--- src/rtl/ula_sequencial.sv ---
// ula_sequencial: handshaked ALU with one registered compute cycle; holds result and flags until the consumer accepts them
module ula_sequencial #(
    parameter int N  = 32,
    parameter int CW = 16
) (
    input  logic          clk,
    input  logic          reset,
    input  logic          EntValida,
    output logic          EntPronta,
    input  logic [2:0]    ULAControle,
    input  logic [N-1:0]  SrcA,
    input  logic [N-1:0]  SrcB,
    output logic          SaiValida,
    input  logic          SaiPronta,
    output logic [N-1:0]  ULAResultado,
    output logic          Zero,
    output logic          Overflow,
    output logic          Erro,
    output logic [CW-1:0] Contagem
);
    typedef enum logic [1:0] {OCIOSO, CALC, CHEIO} estado_t;
    estado_t estado, prox;
    logic [N-1:0] a, b, soma, res;
    logic [N:0] dif;
    logic [2:0] op;
    logic ovf, err;
    assign EntPronta = estado == OCIOSO;
    assign SaiValida = estado == CHEIO;
    always_comb begin
        prox = estado;
        case (estado)
            OCIOSO: prox = EntValida ? CALC : OCIOSO;
            CALC:   prox = CHEIO;
            CHEIO:  prox = SaiPronta ? OCIOSO : CHEIO;
            default: prox = OCIOSO;
        endcase
    end
    // dif keeps one extra bit so SLT reads the true sign even when A-B overflows N bits
    always_comb begin
        soma = a + b;
        dif  = {a[N-1], a} - {b[N-1], b};
        res  = '0;
        ovf  = 1'b0;
        err  = 1'b0;
        case (op)
            3'b000: res = a & b;
            3'b001: res = a | b;
            3'b010: begin
                res = soma;
                ovf = (a[N-1] == b[N-1]) && (soma[N-1] != a[N-1]);
            end
            3'b011: res = ~(a | b);
            3'b101: res = a ^ b;
            3'b110: begin
                res = dif[N-1:0];
                ovf = (a[N-1] != b[N-1]) && (dif[N-1] != a[N-1]);
            end
            3'b111: res = {{(N-1){1'b0}}, dif[N]};
            default: err = 1'b1;
        endcase
    end
    always_ff @(posedge clk) begin
        if (reset) begin
            estado       <= OCIOSO;
            a            <= '0;
            b            <= '0;
            op           <= '0;
            ULAResultado <= '0;
            Zero         <= 1'b1;
            Overflow     <= 1'b0;
            Erro         <= 1'b0;
            Contagem     <= '0;
        end else begin
            estado <= prox;
            if (estado == OCIOSO && EntValida) begin
                a  <= SrcA;
                b  <= SrcB;
                op <= ULAControle;
            end
            if (estado == CALC) begin
                ULAResultado <= res;
                Zero         <= res == '0;
                Overflow     <= ovf;
                Erro         <= err;
            end
            if (estado == CHEIO && SaiPronta)
                Contagem <= Contagem + 1'b1;
        end
    end
endmodule

--- config.mk ---
export PLATFORM = sky130hd
export DESIGN_NAME = ula_sequencial
export DESIGN_NICKNAME = d
export VERILOG_FILES = /design/src/rtl/ula_sequencial.sv
export SDC_FILE = /design/constraint.sdc
export NUM_CORES = 1
export LEC_CHECK = 0
export ABC_AREA = 1
export BUFFER_PORTS_ARGS = -buffer_cell sky130_fd_sc_hd__buf_4
export CAP_MARGIN = 20
export CELL_PAD_IN_SITES_DETAIL_PLACEMENT = 0
export CELL_PAD_IN_SITES_GLOBAL_PLACEMENT = 1
export CORE_ASPECT_RATIO = 1.75
export CORE_MARGIN = 5
export CORE_UTILIZATION = 30
export CTS_CLUSTER_DIAMETER = 50
export DETAILED_ROUTE_END_ITERATION = 8
export GPL_ROUTABILITY_DRIVEN = 1
export HOLD_SLACK_MARGIN = 0.12
export PLACE_DENSITY_LB_ADDON = 0.12
export SYNTH_ARGS = -nofsm -noshare
export SYNTH_HDL_FRONTEND = slang
export SYNTH_SLANG_ARGS = --single-unit
--- constraint.sdc ---
create_clock -name clk -period 5.95 [get_ports clk]
set_clock_uncertainty 0.15 [all_clocks]
set_input_delay 0.2975 -clock clk [delete_from_list [all_inputs] [get_ports clk]]
set_output_delay 0.2975 -clock clk [all_outputs]
set_load 0.05 [all_outputs]
==> metrics.md <==
| Metric | Value |
|---|---|
| Outcome | finished, final reports clean |
| Number of synthesized flops with an enable pin | 0 |
| Initial Utilization | 30.2% |
| Max_cap viols | 0 |
| WL final | between 40000 and 50000 µm |
| Syn Area/Cell | between 5 and 6 µm² |
| Via density | approximately 5 |
| Rows | 92 |
| Die height | ~260 µm |
| Router iterations before antenna repair | 5 |
| DIE AREA | just over 40000 µm² |
| Initial antenna violation count | 1 |
| Final Hold Vio Count | 0 |
| Vias in the first global route | ~12000 |
| Worst setup SP type | flop |
| Slew Limit Fails | 0 |
| Unrepaired setup endpoints after global routing | no |
| CTS tree | built |
| Slew @ Worst Pin | 877 ps |
| Pre-CTS WS | 2570 ps |
| I/O pins | between 100 and 150 |
| Hold crit path type | reg2reg |
| Slew margin rel. | a little over 40% |
| IO buf count | roughly 120 |
| DR vias | between 10000 and 15000 |
| Clock buffer depth | 2 |
| # DRC | 0 |
| Fmax | slightly below 0.3 GHz |
| Primary FF master, synth | dfxtp_1 |
| Synthesized instance count | between 1500 and 2000 |
| Share of cells above drive strength 1 | a little under a tenth |
| PnR worst setup slack | 2580 ps |
| Finish-stage setup viols | 0 |
| GR Overflow Total | 0 |
| ANT nets after route | 0 |
| Final #Nets | ~2200 |
| Data required time of the worst path | between 6000 and 7000 ps |
| Fraction of registers with async set/reset | 0% |
| 1st-iter DRT viols | 729 |
| Setup TNS | 0 ps |
| Crit share post-route | 56.7% |
| Clk Tree Root Cell | clkbuf_16 |
| H-tree depth | 4 |
| Syn-to-layout area delta | 22.6% |
| Synth unique cells | 41 |
| Lkg Pwr | between 6 and 7 nW |
| Synth Cell Area | between 10000 and 15000 µm² |
| Largest net degree at the start of global routing | a little over 70 |
| Number of post-CTS setup repair buffers | 0 |
| Reg clk slew, reported paths | around 70 ps |
| HPWL Detailed | 39400 µm |
| Total CTS buffers | 17 |
| Register bit total from synthesis | 120 |
| Clock insertion delay at the later pin of the skew report | 460 ps |
| CP Max Fanout | 8 |
| Critical path type | reg2reg |
| WP data arrival | ~3600 ps |
| Maximum VDD drop | between 0.15 and 0.2 mV |
| Core ar. | 36000 µm² |
| Crit path capture type | flop |
| Wire length per cell | approximately 20 µm |
| Power per cell area | between 200 and 250 nW/µm² |
| Post-Syn Nets | 2033 |
| # diodes | 0 |
| Clock sinks | between 100 and 150 |
| Tmin final | ~3400 ps |
| GP Congestion | between 0.9 and 1 |
| GRT Util Overall | roughly a quarter |
| Synth warn | 0 |
| Die width | between 150 and 200 µm |
| Global-route wire length before repair | 72700 µm |
| Sequential share of the synthesized area | 22.1% |
-- placed cells by master (no fill, tap or decap), types with 4 or more instances in the layout --
cell	count
clkbuf_16	17
nor2_2	4
nand2_1	456
dfxtp_1	120
ha_1	97
o21ai_0	126
clkinv_4	4
inv_2	10
nand4_1	18
o21bai_1	7
buf_4	128
nand3b_1	4
a21oi_1	142
inv_1	311
dlygate4sd3_1	70
a221oi_1	15
nor3_1	29
nor2_1	209
o22ai_1	15
nand3_1	175
a211oi_1	8
o211ai_1	9
-- path summary, 6_finish.rpt --
| path | start | end | slack (ps) | cells after the start |
|---|---|---|---|---|
| min | Contagem[15] | Contagem[15] | 310 | 1 |
| max reg2reg | b[26] | Zero | 2580 | 16 |
| min reg2reg | Contagem[15] | Contagem[15] | 310 | 1 |
| max | b[26] | Zero | 2580 | 16 |
-- registers in the layout, indices dropped and copies added (netlist names) --
| signal | cells |
|---|---|
| Overflow | 1 |
| Zero | 1 |
| estado | 2 |
| op | 3 |
| b | 32 |
| Contagem | 16 |
| a | 32 |
| Erro | 1 |
| ULAResultado | 32 |
-- per-stage QoR --
stage               total power [W]  area (µm²)  std cells  hold slack, ps  utilization (%)
detailed placement          0.00226       12100       2385             306             33.5
floorplan                   0.00178       10900       1863             314                -
global placement            0.00226       12100       2385             297             33.5
global route                0.00351       13400       2487             354             37.1
CTS                         0.00335       13400       2487             313             37.1
finish                      0.00331       13400       2487             307             37.1
-- timing repair --
item                                    CTS  global route
endpoints found under the setup margin    0             0
hold buffers                             70             0
endpoints found under the hold margin    72             0
gates resized for setup                   0             0
-- synth_stat cells, drive strengths merged (18+ instances only) --
master	count	area, µm²
clkbuf	35	131
buf	41	233
a21oi	143	719
nand4	18	113
inv	321	1200
dfxtp	120	2400
nor3	31	165
ha	97	1210
nand2	461	1750
nor2	214	821
nand3	177	896
o21ai	128	641
-- report_power, final --
group | internal (W) | switching, W
clock network | 0.000588 | 0.000441
logic | 0.000398 | 0.000974
registers | 0.000864 | 0.0000445
-- area by class of cell --
cell class              count  area [µm²]
fillers                  4074       22700
flip-flops and latches    120        2400
clock inverters            13         121
inverters                 322        1210
repair buffers            198        1660
multi-input cells        1345        6930
well taps                 470         588
clock buffers              19         443
-- kinds of logic (layout without fill, tap and decap cells) --
logic type	count (synthesis)	count (layout)	synth area share, %
adders and majority gates	99	99	11.5
buffers and inverters	398	552	14.4
DFF	120	120	22.1
xor gates and xnor gates	3	3	0.241
and+or+nand+nor	911	911	35.1
AOI/OAI and AO/OA	332	332	16.7
-- worst max-delay path: stages (launching register included) --
cell	delay [ps]
dfxtp_1	340
inv_1	80
ha_1	530
inv_1	260
a21oi_1	260
o21ai_1	170
nand2_1	100
nand3_1	110
a21oi_1	440
nand2_1	140
nand2_1	90
nand3_1	60
nor2_1	180
nand2_1	80
nor2_1	170
nand3_1	90
nand2_1	60
-- metal layers --
layer | part of all wire (%) | track usage [%]
met5 | 0 | 0
met4 | 7.8 | 16.6
met3 | 3.2 | 2.69
met2 | 54 | 46.6
met1 | 35 | 23.1
(Power assumes the default switching activity.)
